--- config.mk ---
export PLATFORM = sky130hd
export DESIGN_NAME = s641_resp_misr_flat
export DESIGN_NICKNAME = d
export VERILOG_FILES = /design/src/rtl/s641_resp_misr_if.sv /design/src/rtl/s641_resp_misr.sv /design/src/flat_wrapper.sv
export SDC_FILE = /design/constraint.sdc
export NUM_CORES = 1
export LEC_CHECK = 0
export CAP_MARGIN = 40
export CORE_MARGIN = 2
export CORE_UTILIZATION = 47
export CTS_BUF_LIST = sky130_fd_sc_hd__clkbuf_8
export DETAILED_ROUTE_END_ITERATION = 10
export PLACE_DENSITY_LB_ADDON = 0.12
export SYNTH_ARGS = -nofsm -noshare
export SYNTH_HDL_FRONTEND = slang
export SYNTH_SLANG_ARGS = --single-unit
--- constraint.sdc ---
create_clock -name CK -period 2.6 [get_ports CK]
set_input_delay 0.39 -clock CK [delete_from_list [all_inputs] [get_ports CK]]
set_output_delay 0.39 -clock CK [all_outputs]
set_load 0.03 [all_outputs]
--- src/rtl/s641_resp_misr_if.sv ---
// Handshake and result bundle between the s641 response harness and the MISR collector.
// The harness side drives run control and response words; the collector side returns status and signature.
interface s641_resp_misr_if #(
  parameter int WIDTH = 24
);
  logic             START;
  logic             ABORT;
  logic [WIDTH-1:0] RESP;
  logic             RESP_VALID;
  logic [WIDTH-1:0] EXP_SIG;
  logic             BUSY;
  logic             DONE;
  logic             PASS;
  logic [WIDTH-1:0] SIG;
  logic [15:0]      CNT;

  modport master (
    output START, ABORT, RESP, RESP_VALID, EXP_SIG,
    input  BUSY, DONE, PASS, SIG, CNT
  );

  modport slave (
    input  START, ABORT, RESP, RESP_VALID, EXP_SIG,
    output BUSY, DONE, PASS, SIG, CNT
  );
endinterface

--- src/rtl/s641_resp_misr.sv ---
// Response-side signature collector for s641: compacts each valid output word into a
// Galois MISR, then after CYCLES words compares against a golden signature.
module s641_resp_misr #(
  parameter int               WIDTH  = 24,
  parameter int               CYCLES = 256,
  parameter logic [WIDTH-1:0] POLY   = WIDTH'(24'h80000D),
  parameter logic [WIDTH-1:0] SEED   = '0
) (
  input logic              CK,
  input logic              RN,
  s641_resp_misr_if.slave  bus
);

  typedef enum logic [1:0] {
    S_IDLE,
    S_CAPTURE,
    S_CHECK,
    S_DONE
  } state_t;

  localparam logic [15:0] LAST_IDX = 16'(CYCLES - 1);

  state_t           state;
  logic             run_en;
  logic [WIDTH-1:0] sig;
  logic [15:0]      cnt;
  logic             busy;
  logic             done;
  logic             pass;

  function automatic logic [WIDTH-1:0] misr_step(input logic [WIDTH-1:0] s,
                                                 input logic [WIDTH-1:0] w);
    misr_step = {s[WIDTH-2:0], 1'b0} ^ w ^ (s[WIDTH-1] ? POLY : '0);
  endfunction

  // Reset release is retimed by one flop so the FSM first moves on the second edge.
  always_ff @(posedge CK or negedge RN) begin
    if (!RN) run_en <= 1'b0;
    else     run_en <= 1'b1;
  end

  always_ff @(posedge CK or negedge RN) begin
    if (!RN) begin
      state <= S_IDLE;
      sig   <= SEED;
      cnt   <= '0;
      busy  <= 1'b0;
      done  <= 1'b0;
      pass  <= 1'b0;
    end else if (run_en) begin
      if (bus.ABORT) begin
        state <= S_IDLE;
        sig   <= SEED;
        cnt   <= '0;
        busy  <= 1'b0;
        done  <= 1'b0;
        pass  <= 1'b0;
      end else begin
        case (state)
          S_IDLE: begin
            if (bus.START) begin
              state <= S_CAPTURE;
              sig   <= SEED;
              cnt   <= '0;
              busy  <= 1'b1;
            end
          end
          S_CAPTURE: begin
            if (bus.RESP_VALID) begin
              sig <= misr_step(sig, bus.RESP);
              cnt <= cnt + 16'd1;
              if (cnt == LAST_IDX) state <= S_CHECK;
            end
          end
          S_CHECK: begin
            pass  <= (sig == bus.EXP_SIG);
            state <= S_DONE;
            busy  <= 1'b0;
            done  <= 1'b1;
          end
          S_DONE: begin
            if (bus.START) begin
              state <= S_CAPTURE;
              sig   <= SEED;
              cnt   <= '0;
              pass  <= 1'b0;
              done  <= 1'b0;
              busy  <= 1'b1;
            end
          end
          default: begin
            state <= S_IDLE;
            busy  <= 1'b0;
            done  <= 1'b0;
          end
        endcase
      end
    end
  end

  assign bus.BUSY = busy;
  assign bus.DONE = done;
  assign bus.PASS = pass;
  assign bus.SIG  = sig;
  assign bus.CNT  = cnt;

endmodule

--- src/flat_wrapper.sv ---
// flat-port wrapper written by rule: the top's interface ports become plain ports
module s641_resp_misr_flat 
#(
  parameter int               WIDTH  = 24,
  parameter int               CYCLES = 256,
  parameter logic [WIDTH-1:0] POLY   = WIDTH'(24'h80000D),
  parameter logic [WIDTH-1:0] SEED   = '0
)
  (CK, RN, bus_START, bus_ABORT, bus_RESP, bus_RESP_VALID, bus_EXP_SIG, bus_BUSY, bus_DONE, bus_PASS, bus_SIG, bus_CNT);
  s641_resp_misr_if #(.WIDTH(WIDTH)) bus_i ();
  input logic CK;
  input logic RN;
  input wire logic [$bits(bus_i.START)-1:0] bus_START;
  input wire logic [$bits(bus_i.ABORT)-1:0] bus_ABORT;
  input wire logic [$bits(bus_i.RESP)-1:0] bus_RESP;
  input wire logic [$bits(bus_i.RESP_VALID)-1:0] bus_RESP_VALID;
  input wire logic [$bits(bus_i.EXP_SIG)-1:0] bus_EXP_SIG;
  output wire logic [$bits(bus_i.BUSY)-1:0] bus_BUSY;
  output wire logic [$bits(bus_i.DONE)-1:0] bus_DONE;
  output wire logic [$bits(bus_i.PASS)-1:0] bus_PASS;
  output wire logic [$bits(bus_i.SIG)-1:0] bus_SIG;
  output wire logic [$bits(bus_i.CNT)-1:0] bus_CNT;
  assign bus_i.START = bus_START;
  assign bus_i.ABORT = bus_ABORT;
  assign bus_i.RESP = bus_RESP;
  assign bus_i.RESP_VALID = bus_RESP_VALID;
  assign bus_i.EXP_SIG = bus_EXP_SIG;
  assign bus_BUSY = bus_i.BUSY;
  assign bus_DONE = bus_i.DONE;
  assign bus_PASS = bus_i.PASS;
  assign bus_SIG = bus_i.SIG;
  assign bus_CNT = bus_i.CNT;
  s641_resp_misr #(.WIDTH(WIDTH), .CYCLES(CYCLES), .POLY(POLY), .SEED(SEED)) u_core (.CK(CK), .RN(RN), .bus(bus_i));
endmodule
==> results.cfg <==
[die]
die_w_um = 81.1
die-height_um = 81.1
io-pin-count = 96
dieArea_um2 = 6570
initial_utilization = 0.480
fp-row-count = 28
core_um2 = 5820

[timing]
report.final.slew_viol_count = 0
hold_viol_final = 0
tns_ns = 0
setup_viol = 0
relSlewSlack = 0.617
period_minus_slack_ns = 2.30
rsz0062_at_grt = false
hold_slack_ns = 0.00575
max_freq_mhz = 434
worst_slew_pin_slew_ns = 0.575
period_share = 0.886
skew_ns = 0.0120

[setup_path]
rr_worst_depth = 7
crit_type = reg2reg
r2r_start = u_core.state[0]
crit_path_start_kind = flip-flop
cp-end-kind = flip-flop
arrival_ns = 2.53
worstReg2RegEnd = u_core.bus.CNT[3]
r2r_slack_ns = 0.30
required_ns = 2.83
path_max_fanout = 21

[cts]
postCtsSetupRepairBufs = 0
path_clk_slew_ns = 0.10
cts_sinks = 46
cts.htree.levels = 2
clk_path_buf_depth = 2
ctsHoldBuffers = 0
ctsResizeCount = 0
cts_made_buffers = 5
clk_latency_ns = 0.31
cts_tree = yes
cts_root_buffer = clkbuf_8

[cells_and_area]
stdcell_area_um2 = 3970
areaGrowthSynthToFinish_pct = 42.0
fin_cells = 455
drive_above_1_share = 0.0605
n_antenna_cell = 0
fin_nets = 437

[place]
dp_hpwl_um = 5330
io_buffers = 95
dp.cells = 447
gp_congestion = 0.841
place_area_um2 = 3860

[power]
clkPwrFrac = 0.153
ir_drop_mv = 0.546
p_leak_nw = 1.59
p_seq_frac = 0.335
power.density_nw_per_um2 = 879
p_switching_w = 0.00152
power_w = 0.00349
p_comb_frac = 0.512
internal_power_w = 0.00197
switching_share = 0.436

[synth]
synthArstFlopShare = 1.00
netlist_area_um2 = 2790
synth-edff-count = 0
synth-seq-cells = 46
avgSynthCellArea_um2 = 9.63
syn_inst = 290
yosysWarnings = 0
ys_types = 40
synth_top_area_frac = 0.412
synth.most_common_cell = dfrtp_1
yosysSeqAreaShare = 0.412
synth_nets = 348
yosysTopAreaCell = dfrtp_1
ys_top_cells_by_count = 46 x dfrtp_1, 30 x o21ai_0, 26 x xor2_1, 25 x xnor2_1, 22 x o41ai_1
ys.flop_type = dfrtp_1
synth_area_leaders = dfrtp_1 41%, xor2_1 8.2%, xnor2_1 7.8%

[global_routing]
antenna_found_initial = 0
grt_overflow_total = 0
grt_first_pass_wirelength_um = 11800
first_global_vias = 2387
grt_start_max_net_pins = 40
track_usage = 0.233

[routing]
avgViaCountPerCell = 5.81
initialDrtViolationCount = 175
ant_nets = 0
vias = 2643
wire_per_inst_um = 16.2
drt-total-wl_um = 7360
dr.pass1.iters = 5
drc = 0

[worst_hold_path]
hold_path_class = in2async

[outcome]
status = completed

[run]
max-cap-violations = 0
==> cell usage in the layout, fill, tap and decap left out, drive strengths merged, types with 2 or more instances in the layout <==
master,n
and2,3
nand4,9
clkinv,2
buf,9
nand2b,3
or2,2
o41ai,22
xnor2,25
o21ai,30
xor2,26
nor4,8
a211o,2
or3,4
or4,10
nand2,9
ha,5
nor3,3
inv,7
dfrtp,46
clkbuf,5
clkdlybuf4s50,94
and3,2
a22o,2
o22ai,3
nor2,4
o31ai,11
nand3,3
and4,3
a21oi,16
==> state kept, by name, summed over array words and instances (netlist names) <==
name             count
u_core.run_en        1
u_core.state         2
u_core.bus.PASS      1
u_core.bus.CNT      16
u_core.bus.BUSY      1
u_core.bus.SIG      24
u_core.bus.DONE      1
==> cell type report <==
cell class | instances | area [um^2]
Clock buffer | 5 | 68.8
Clock inverter | 3 | 40.0
Fill cell | 479 | 1850
Inverter | 7 | 26.3
Multi-Input combinational cell | 216 | 1550
Sequential cell | 46 | 1150
Tap cell | 75 | 93.8
Timing Repair Buffer | 103 | 1040
==> kinds of logic after synthesis <==
family	after synthesis	synth area share
compound gates	93	0.221
simple gates	65	0.140
xor+xnor	51	0.160
flops	46	0.412
buf+inv	28	0.0390
fa+ha+maj	5	0.0224
other cells	1	0.00134
mux	1	0.00403
==> through the flow <==
step	setup WS [ns]	utilization
6_report	0.296	0.682
5_1_grt	0.0910	0.682
4_1_cts	0.320	0.682
3_5_place_dp	0.300	0.663
3_3_place_gp	0.372	0.659
2_1_floorplan	0.587	-
==> worst max path at each step <==
stage,slack (ns),cells after the start,start,end
after floorplan,0.59,8,u_core.state[0],u_core.bus.SIG[5]
after global placement,0.37,7,u_core.state[0],u_core.bus.CNT[3]
after detailed placement,0.30,6,bus_ABORT,u_core.bus.SIG[19]
after CTS,0.32,7,u_core.state[0],u_core.bus.CNT[3]
after global routing,0.09,7,u_core.state[0],u_core.bus.CNT[3]
final,0.30,7,u_core.state[0],u_core.bus.CNT[3]
==> power groups by stage <==
stage	Clock [W]	Combinational (W)	Sequential, W
global placement	0	0.00176	0.00118
finish	0.000534	0.00178	0.00117
detailed placement	0	0.00178	0.00117
floorplan	0	0.000790	0.00144
global route	0.000574	0.00193	0.00120
CTS	0.000545	0.00179	0.00117
==> layer usage <==
metal / global-route usage / vias to the layer above / part of all wire
met1: 0.313 / 1280 / 0.44
met2: 0.368 / 79 / 0.49
met4: 0.0780 / 0 / 0.015
met5: 0 / - / 0
met3: 0.0578 / 10 / 0.062
li1: - / 1274 / -
==> worst max-delay path, stage by stage, from the launching register on <==
cell     delay (ns)
dfrtp_1        0.43
inv_1          0.07
ha_1           0.34
or2_2          0.35
a31oi_4        0.52
buf_4          0.29
o31ai_1        0.09
a21oi_1        0.14
Power figures use the tool's default switching activity.
